## src/rtl/tof_pkg.sv

```systemverilog
// Shared types and default widths for the echo time-of-flight detector.
package tof_pkg;

   localparam int N_DEFAULT  = 16;
   localparam int CW_DEFAULT = 16;

   typedef enum logic [1:0] {
      ST_IDLE   = 2'd0,
      ST_BLANK  = 2'd1,
      ST_LISTEN = 2'd2,
      ST_DONE   = 2'd3
   } tof_state_e;

endpackage

```

## src/rtl/echo_tof_detector_abs_sat.sv

```systemverilog
// Combinational saturating absolute value of an N-bit two's-complement sample.
module abs_sat
   import tof_pkg::*;
#(
   parameter int N = N_DEFAULT
) (
   input  logic [N-1:0] x,
   output logic [N-1:0] a
);

   localparam logic [N-1:0] MOST_NEG = {1'b1, {(N-1){1'b0}}};
   localparam logic [N-1:0] MOST_POS = {1'b0, {(N-1){1'b1}}};

   // The most negative code has no positive twin, so it clamps to the largest positive value.
   always_comb begin
      a = x;
      if (x == MOST_NEG) begin
         a = MOST_POS;
      end else if (x[N-1]) begin
         a = (~x) + {{(N-1){1'b0}}, 1'b1};
      end else begin
         a = x;
      end
   end

endmodule

```

## src/rtl/echo_tof_detector.sv

```systemverilog
// Echo time-of-flight detector: blanks ring-down, then reports the first |X| >= threshold sample.
// Optional build macro PEAK_CAPTURE_EN adds a running max |X| over the listen window on port peak.
module echo_tof_detector
   import tof_pkg::*;
#(
   parameter int N  = N_DEFAULT,
   parameter int CW = CW_DEFAULT
) (
   input  logic          clk,
   input  logic          rst_n,
   input  logic          start,
   input  logic          en,
   input  logic [N-1:0]  X,
   input  logic [N-1:0]  threshold,
   input  logic [CW-1:0] blank_len,
   input  logic [CW-1:0] window_len,
   output logic [CW-1:0] tof,
   output logic [N-1:0]  peak,
   output logic          valid,
   output logic          timeout,
   output logic          busy
);

   tof_state_e    state_r, state_next_s;
   logic [CW:0]   cnt_r, cnt_plus1_s, limit_s;
   logic [N-1:0]  thr_r, a_s;
   logic [CW-1:0] blank_r, window_r, tof_sat_s, tof_r;
   logic          valid_r, timeout_r, busy_r;
   logic          load_s, cnt_inc_s, hit_s, tmo_s;

   abs_sat #(.N(N)) u_abs (
      .x (X),
      .a (a_s)
   );

   assign cnt_plus1_s = cnt_r + {{CW{1'b0}}, 1'b1};
   assign limit_s     = {1'b0, blank_r} + {1'b0, window_r};

   // Sample index is reported saturated when the extended counter has run past CW bits.
   always_comb begin
      tof_sat_s = cnt_r[CW-1:0];
      if (cnt_r[CW]) begin
         tof_sat_s = {CW{1'b1}};
      end else begin
         tof_sat_s = cnt_r[CW-1:0];
      end
   end

   // State register.
   always_ff @(posedge clk or negedge rst_n) begin
      if (!rst_n) begin
         state_r <= ST_IDLE;
      end else begin
         state_r <= state_next_s;
      end
   end

   // Next-state logic and datapath strobes.
   always_comb begin
      state_next_s = state_r;
      load_s       = 1'b0;
      cnt_inc_s    = 1'b0;
      hit_s        = 1'b0;
      tmo_s        = 1'b0;
      case (state_r)
         ST_IDLE, ST_DONE: begin
            if (start) begin
               load_s = 1'b1;
               if (blank_len == {CW{1'b0}}) begin
                  state_next_s = ST_LISTEN;
               end else begin
                  state_next_s = ST_BLANK;
               end
            end else begin
               state_next_s = state_r;
            end
         end
         ST_BLANK: begin
            if (en) begin
               cnt_inc_s = 1'b1;
               if (cnt_plus1_s == {1'b0, blank_r}) begin
                  state_next_s = ST_LISTEN;
               end else begin
                  state_next_s = ST_BLANK;
               end
            end else begin
               state_next_s = ST_BLANK;
            end
         end
         ST_LISTEN: begin
            // An empty window closes immediately, without looking at the sample stream.
            if (window_r == {CW{1'b0}}) begin
               tmo_s        = 1'b1;
               state_next_s = ST_DONE;
            end else if (en) begin
               if (a_s >= thr_r) begin
                  hit_s        = 1'b1;
                  state_next_s = ST_DONE;
               end else begin
                  cnt_inc_s = 1'b1;
                  if (cnt_plus1_s == limit_s) begin
                     tmo_s        = 1'b1;
                     state_next_s = ST_DONE;
                  end else begin
                     state_next_s = ST_LISTEN;
                  end
               end
            end else begin
               state_next_s = ST_LISTEN;
            end
         end
         default: begin
            state_next_s = ST_IDLE;
         end
      endcase
   end

   // Latched configuration, sample counter and result registers.
   always_ff @(posedge clk or negedge rst_n) begin
      if (!rst_n) begin
         thr_r     <= {N{1'b0}};
         blank_r   <= {CW{1'b0}};
         window_r  <= {CW{1'b0}};
         cnt_r     <= {(CW+1){1'b0}};
         tof_r     <= {CW{1'b0}};
         valid_r   <= 1'b0;
         timeout_r <= 1'b0;
         busy_r    <= 1'b0;
      end else begin
         busy_r <= (state_next_s == ST_BLANK) || (state_next_s == ST_LISTEN);
         if (load_s) begin
            thr_r     <= threshold;
            blank_r   <= blank_len;
            window_r  <= window_len;
            cnt_r     <= {(CW+1){1'b0}};
            tof_r     <= {CW{1'b0}};
            valid_r   <= 1'b0;
            timeout_r <= 1'b0;
         end else begin
            if (cnt_inc_s) begin
               cnt_r <= cnt_plus1_s;
            end
            if (hit_s) begin
               tof_r   <= tof_sat_s;
               valid_r <= 1'b1;
            end
            if (tmo_s) begin
               timeout_r <= 1'b1;
            end
         end
      end
   end

`ifdef PEAK_CAPTURE_EN
   logic [N-1:0] peak_r;
   logic         peak_upd_s;

   assign peak_upd_s = (state_r == ST_LISTEN) && en && (window_r != {CW{1'b0}});

   // Running max of |X| over listen samples, including the crossing sample.
   always_ff @(posedge clk or negedge rst_n) begin
      if (!rst_n) begin
         peak_r <= {N{1'b0}};
      end else if (load_s) begin
         peak_r <= {N{1'b0}};
      end else if (peak_upd_s && (a_s > peak_r)) begin
         peak_r <= a_s;
      end
   end

   assign peak = peak_r;
`else
   assign peak = {N{1'b0}};
`endif

   assign tof     = tof_r;
   assign valid   = valid_r;
   assign timeout = timeout_r;
   assign busy    = busy_r;

endmodule

```

## config.mk

```make
export PLATFORM = sky130hd
export DESIGN_NAME = echo_tof_detector
export DESIGN_NICKNAME = d
export VERILOG_FILES = /design/src/rtl/tof_pkg.sv /design/src/rtl/echo_tof_detector_abs_sat.sv /design/src/rtl/echo_tof_detector.sv
export SDC_FILE = /design/constraint.sdc
export NUM_CORES = 1
export LEC_CHECK = 0
export ABC_AREA = 1
export BUFFER_PORTS_ARGS = -buffer_cell sky130_fd_sc_hd__buf_2
export CAP_MARGIN = 0
export CORE_MARGIN = 4
export CORE_UTILIZATION = 55
export DETAILED_ROUTE_END_ITERATION = 12
export HOLD_SLACK_MARGIN = 0.05
export PLACE_DENSITY = 0.78
export SLEW_MARGIN = 25
export SYNTH_ARGS = -nofsm -noshare
export SYNTH_HDL_FRONTEND = slang
export SYNTH_SLANG_ARGS = --single-unit
```

## constraint.sdc

```tcl
create_clock -name clk -period 2.8 [get_ports clk]
set_clock_uncertainty 0.15 [all_clocks]
set_input_delay 0.28 -clock clk [delete_from_list [all_inputs] [get_ports clk]]
set_output_delay 0.28 -clock clk [all_outputs]
set_load 0.02 [all_outputs]
```

# --- Word level (Yosys, flattened, before mapping) ---
# Cells that the tools add are included.
classes:
  n_addsub: 3
  mul: 0
  div_mod_pow: 0
  magnitude_cmp: 1
  n_eq_ne: 8
  n_shift: 0
  mux: 36
  bitwise_logic: 1
  n_reduce_logical: 8
ops:
  columns: ["cell", "n"]
  rows:
  - ["two-way mux 16 bit", 5]
  - ["two-way mux 17 bit", 2]
  - ["zero test 16 bit", 2]
  - ["two-way mux 1 bit", 21]
  - ["adder 16 x 16 -> 17 bit", 1]
  - ["adder 17 x 1 -> 17 bit, second input constant", 1]
  - ["equality test 17 x 16 -> 1 bit", 1]
  - ["equality test 17 bit", 1]
  - ["adder 16 x 1 -> 16 bit, second input constant", 1]
  - ["equality test 16 bit, second input constant", 1]
  - [">= comparator 16 bit", 1]
  - ["NOT 16 bit", 1]
  - ["two-way mux 2 bit", 6]
  - ["equality test 2 bit, second input constant", 3]
  - ["one-hot mux 2 bit (3 select lines)", 1]
  - ["nonzero test 2 bit", 3]
  - ["equality test 2 x 1 -> 1 bit, second input constant", 2]
  - ["zero test 2 bit", 1]
  - ["one-hot mux 1 bit (2 select lines)", 1]
  - ["OR reduction 2 bit", 1]
  - ["logical OR 1 bit", 1]
word_totals:
  ff_bits: 86
  latch_bits: 0
  ram_bits: 0
  mem_bits_ro: 0
  inputBits: 68
  wordCells: 66
  memories: 0

# --- Longest topological paths before layout ---
depth:
  ltp_word: 11
  depth_mapped: 30
  depth_no_buf: 29

# --- Cells and area by module ---
# Synthesis repeated with hierarchy kept, for this count alone.
unflattened:
  hier_cells: 953
  hier_area_um2: 6483.7
modules_own_cells:
  columns: ["mod", "n_inst", "cells_per_inst", "area_each_um2", "seq_area_each_um2"]
  rows:
  - ["echo_tof_detector", 1, 852, 5994.5, 2152.1]
  - ["abs_sat", 1, 101, 489.2, 0.0]

# --- Worst setup path before layout ---
# OpenSTA, ideal clock, no wires.
synth_path:
  path_type: "in2reg"
  start: "input X[1]"
  end: "register cnt_r[10]"
  arrival_ns: 3.336
  required_ns: 2.517
  slack_ns: -0.818
  path_stages: 29
  n_path_buf: 2
  path_cell_list: "inv_1 ha_1 inv_1 nor3_1 nand2_1 nor2_1 nand3_1 nor3_1 inv_1 nor2_1 nand2_1 nor2_1 inv_1 clkbuf_1 nand2_1 ha_1 a21oi_1 o21ai_0 nand2_1 o211ai_1 nand2_1 nand3_1 o21ai_0 nand2_1 inv_1 nor2_1 inv_1 buf_2 o22ai_1"
synth_between:
  elab_chain_len: 10
  elab_cells_between_ends: 11
synth_lines:
  columns: ["element", "line_no", "text"]
  rows:
  - ["start, declared", "echo_tof_detector.sv:13", "input logic [N-1:0] X,"]
  - ["NOT 16 bit", "echo_tof_detector_abs_sat.sv:20", "a = (~x) + {{(N-1){1'b0}}, 1'b1};"]
  - ["adder 16 x 1 -> 16 bit", "echo_tof_detector_abs_sat.sv:20", null]
  - ["two-way mux 16 bit", "echo_tof_detector_abs_sat.sv:19", "end else if (x[N-1]) begin"]
  - ["two-way mux 16 bit *", "echo_tof_detector_abs_sat.sv:17", "if (x == MOST_NEG) begin"]
  - [">= comparator 16 bit *", "echo_tof_detector.sv:96", "if (a_s >= thr_r) begin"]
  - ["two-way mux 1 bit *", "echo_tof_detector.sv:96", null]
  - ["two-way mux 1 bit *", "echo_tof_detector.sv:95", "end else if (en) begin"]
  - ["two-way mux 1 bit *", "echo_tof_detector.sv:92", "if (window_r == {CW{1'b0}}) begin"]
  - ["one-hot mux 1 bit (2 select lines) *", "echo_tof_detector.sv:65", "case (state_r)"]
  - ["nonzero test 2 bit (no line) *", null, null]
  - ["end signal, assigned", "echo_tof_detector.sv:124", "cnt_r <= {(CW+1){1'b0}};"]
  - ["end signal, assigned", "echo_tof_detector.sv:135", "cnt_r <= {(CW+1){1'b0}};"]
  - ["end signal, assigned", "echo_tof_detector.sv:141", "cnt_r <= cnt_plus1_s;"]
  - ["end, declared", "echo_tof_detector.sv:25", "logic [CW:0] cnt_r, cnt_plus1_s, limit_s;"]
# Mark *: on every way between the ends. The rest lies on a longest branch, timed or not.
# A chain may end at the register's enable or synchronous reset.

# --- Worst setup path in the final report ---
layout_path:
  start: "input X[0]"
  end: "register tof_r[8] (netlist: tof[8])"
layout_between:
  elab_chain_len: 10
  elab_cells_between_ends: 11
layout_lines:
  columns: ["element", "line_no", "text"]
  rows:
  - ["NOT 16 bit", "echo_tof_detector_abs_sat.sv:20", null]
  - ["adder 16 x 1 -> 16 bit", "echo_tof_detector_abs_sat.sv:20", null]
  - ["two-way mux 16 bit", "echo_tof_detector_abs_sat.sv:19", null]
  - ["two-way mux 16 bit *", "echo_tof_detector_abs_sat.sv:17", null]
  - [">= comparator 16 bit *", "echo_tof_detector.sv:96", null]
  - ["two-way mux 1 bit *", "echo_tof_detector.sv:96", null]
  - ["two-way mux 1 bit *", "echo_tof_detector.sv:95", null]
  - ["two-way mux 1 bit *", "echo_tof_detector.sv:92", null]
  - ["two-way mux 1 bit *", "echo_tof_detector.sv:65", null]
  - ["nonzero test 2 bit (no line) *", null, null]
  - ["end signal, assigned", "echo_tof_detector.sv:125", "tof_r <= {CW{1'b0}};"]
  - ["end signal, assigned", "echo_tof_detector.sv:136", "tof_r <= {CW{1'b0}};"]
  - ["end signal, assigned", "echo_tof_detector.sv:144", "tof_r <= tof_sat_s;"]
  - ["end, declared", "echo_tof_detector.sv:27", "logic [CW-1:0] blank_r, window_r, tof_sat_s, tof_r;"]
# Marks and branches as above.

==> impl_results.md <==
* Dominant register cell in the synthesized netlist: sky130_fd_sc_hd__dfrtp_1
* H-Tree Level Count at 3
* Final ANT Viol Nets at 0
* Sequential-to-total area share from yosys stat at 0.342
* GRT Resource Usage Total at 0.287
* Required time worst endpoint at 2.92 ns
* Area of the mapped netlist at 6280 sq um
* Signed area change from the synthesized netlist to the final layout at 34.8%
* Global-route wire length before repair at 30.2 mm
* Max Clock Freq at 0.318 GHz
* Slew at the pin closest to its max-slew limit at 0.586 ns
* Die outline area at 13200 sq um
* Vias after detailed routing at 6739
* Headroom to the max-slew limit at 0.609
* Layout Utilization at 0.768
* Post-CTS clock slew at the launch and capture registers of the worst setup and hold paths at 0.06 ns
* Run status: complete, but fails checks
* Area of the core region at 11000 sq um
* Post-route fraction of the period consumed by the critical path at 1.12
* Placed wire-length estimate at 13.3 mm
* Mean Syn Cell Area at 6.73 sq um
* Worst-skew pair later-pin latency at 0.35 ns
* Unrepaired setup endpoints after global routing: yes
* Nature of the critical path endpoint: flip-flop
* Number of cells produced by synthesis at 934
* Antenna diode instance count at 0
* Power per cell area at 986 nW/um^2
* Height of the chip at 115 um
* Final Hold Vio Count at 0
* CP peak stage delay at 0.20 ns
* Leading cell types in the layout, fill and taps excluded: sky130_fd_sc_hd__nand2_1 (303), sky130_fd_sc_hd__inv_1 (135), sky130_fd_sc_hd__dfrtp_1 (86), sky130_fd_sc_hd__buf_2 (83), sky130_fd_sc_hd__nor2_1 (64)
* Fraction of registers with async set/reset at 1.00
* Max-slew violation count at 0
* Starting Density at 0.570
* # IOs at 103
* Vias in the first global route at 6415
* Nets at 1222
* Critical Setup Path Class: in -> reg
* 1st-pass router iterations at 7
* Violated checks: negative setup slack
* Count of flip-flops with a built-in enable after synthesis at 0
* Port Buf Inserts at 86
* Number of max-capacitance violations reported at 0
* Count of state elements after synthesis at 86
* CTS buffer count at 9
* Total Wirelength at 19.0 mm
* Data arrival time at the worst-slack endpoint at 3.27 ns
* Library cell occupying the most area in the post-synthesis netlist: sky130_fd_sc_hd__dfrtp_1
* Maximum vdd drop at 0.763 mV
* Worst hold slack after final layout at 0.0672 ns
* WL per Instance at 15.1 um
* Fin Setup TNS at -11.28 ns
* Number of sinks on the clock net at 86
* Portion of synthesized cell area occupied by the leading cell type at 0.342
* Worst setup slack after placement at -0.839 ns
* Count of warnings emitted by yosys at 0
* DRT iter0 DRCs at 569
* Minimum clock period after layout at 3.14 ns
* Share of final-layout standard cells stronger than drive strength 1 at 0.228
* PnR worst setup slack at -0.344 ns
* Die extent in x at 115 um
* Avg Vias per Cell at 5.34
* Type of the most critical hold path: in -> reg
* RePlAce Congestion at 0.995
* Largest cells by area after synthesis: sky130_fd_sc_hd__dfrtp_1 (34%), sky130_fd_sc_hd__nand2_1 (18%), sky130_fd_sc_hd__inv_1 (8.6%)
* Most common cell after layout, fill and taps aside: sky130_fd_sc_hd__nand2_1
* Type of element launching the critical path: primary input
* Antenna violations before repair at 0
* Final Power at 8.36 mW
* Largest buffer count on any clock path at 2
* Number of failing setup endpoints in the final timing report at 37
* Std cell rows at 38
* Pin count of the biggest net entering global routing at 57
* Unique masters post-synth at 39
* Master of the slowest instance on the critical path: sky130_fd_sc_hd__nor3_4
* Largest fanout on the critical path at 8
* DRC Markers at 0
* CTS root buf: sky130_fd_sc_hd__clkbuf_16
* Global route total overflow at 0
* CTS tree: yes
* Leakage power at 4.43 nW
-- worst max-delay path, delay by kind of cell --
| kind | cells | cell delay, ns |
|---|---|---|
| simple gates | 13 | 1.35 |
| buf+inv | 9 | 0.82 |
| compound gates | 5 | 0.53 |
| fa+ha+maj | 2 | 0.28 |
-- timing repair --
item | CTS | global route
setup endpoints to repair | 37 | 37
pin swaps | 6 | 13
setup buffers | 3 | 2
hold buffers | 41 | 0
gates cloned | 0 | 3
resized for setup | 30 | 40
hold endpoints to repair | 83 | 0
-- path summary, 6_finish.rpt --
check | cells past startpoint | endpoint | slack [ns] | start
hold reg to reg | 2 | window_r[10]$_DFFE_PN0P_ | 0.37 | window_r[10]$_DFFE_PN0P_
setup reg to reg | 23 | busy$_DFF_PN0_ | -0.23 | window_r[0]$_DFFE_PN0P_
hold / removal | 3 | blank_r[15]$_DFFE_PN0P_ | 0.07 | blank_len[15]
max in group asynchronous | 3 | window_r[15]$_DFFE_PN0P_ | 1.53 | rst_n
min in group asynchronous | 2 | tof[12]$_DFFE_PN0P_ | 0.33 | rst_n
setup / recovery | 29 | tof[8]$_DFFE_PN0P_ | -0.34 | X[0]
-- power by group --
part	leakage (nW)	internal [mW]	switching, mW
registers	1.11	1.65	0.309
logic	3.20	2.12	3.17
clock network	0.121	0.594	0.514
total	4.43	4.36	3.99
-- sequential cells by signal (all words and copies together) (netlist names) --
name / flops
thr_r: 16
tof: 16
valid: 1
blank_r: 16
busy: 1
cnt_r: 17
timeout: 1
window_r: 16
state_r: 2
-- routing by layer --
| metal | vias to the layer above | track usage | part of all wire |
|---|---|---|---|
| li1 | 3301 | - | - |
| met1 | 3140 | 0.399 | 0.44 |
| met2 | 260 | 0.454 | 0.47 |
| met3 | 38 | 0.0558 | 0.071 |
| met4 | 0 | 0.0915 | 0.021 |
| met5 | - | 0 | 0 |
-- cells by family (layout without fill, tap and decap cells) --
group	Yosys count	in the layout	synth area share
AOI/OAI and AO/OA	110	110	0.0987
DFF	86	86	0.342
buffers and inverters	181	353	0.118
and+or+nand+nor	501	501	0.338
other	1	16	0.000597
adders and majority gates	37	37	0.0749
xor gates and xnor gates	18	18	0.0275
-- cells in the mapped netlist (2+ instances only) --
cell type / number
sky130_fd_sc_hd__nand2_1: 309
sky130_fd_sc_hd__inv_1: 144
sky130_fd_sc_hd__dfrtp_1: 86
sky130_fd_sc_hd__nor2_1: 69
sky130_fd_sc_hd__nand3_1: 59
sky130_fd_sc_hd__o21ai_0: 42
sky130_fd_sc_hd__ha_1: 36
sky130_fd_sc_hd__o22ai_1: 31
sky130_fd_sc_hd__a21oi_1: 22
sky130_fd_sc_hd__buf_4: 16
sky130_fd_sc_hd__clkbuf_1: 16
sky130_fd_sc_hd__nor3_1: 15
sky130_fd_sc_hd__xor2_1: 13
sky130_fd_sc_hd__nand4_1: 11
sky130_fd_sc_hd__nand3b_1: 10
sky130_fd_sc_hd__nor2_2: 7
sky130_fd_sc_hd__nand2_2: 6
sky130_fd_sc_hd__nor4_1: 5
sky130_fd_sc_hd__o21ai_1: 4
sky130_fd_sc_hd__or2_2: 4
sky130_fd_sc_hd__nor2_4: 3
sky130_fd_sc_hd__o211ai_1: 3
sky130_fd_sc_hd__xnor2_1: 3
sky130_fd_sc_hd__buf_2: 2
sky130_fd_sc_hd__o2111ai_1: 2
sky130_fd_sc_hd__o21bai_1: 2
sky130_fd_sc_hd__xor2_2: 2
-- layout make-up --
| cell class | count | area (sq um) |
|---|---|---|
| fillers | 815 | 2560 |
| inverters | 146 | 573 |
| well taps | 140 | 175 |
| repair buffers | 192 | 1470 |
| multi-input cells | 682 | 3850 |
| clock buffers | 11 | 233 |
| clock inverters | 4 | 25.0 |
| flip-flops and latches | 86 | 2150 |
-- stage by stage --
step / instance area [sq um] / instances
6_report: 8470 / 1261
3_5_place_dp: 7380 / 1197
3_3_place_gp: 7380 / 1197
2_1_floorplan: 6540 / 949
5_1_grt: 8470 / 1261
4_1_cts: 8210 / 1256
No activity file was read; power rests on OpenSTA's default activity.
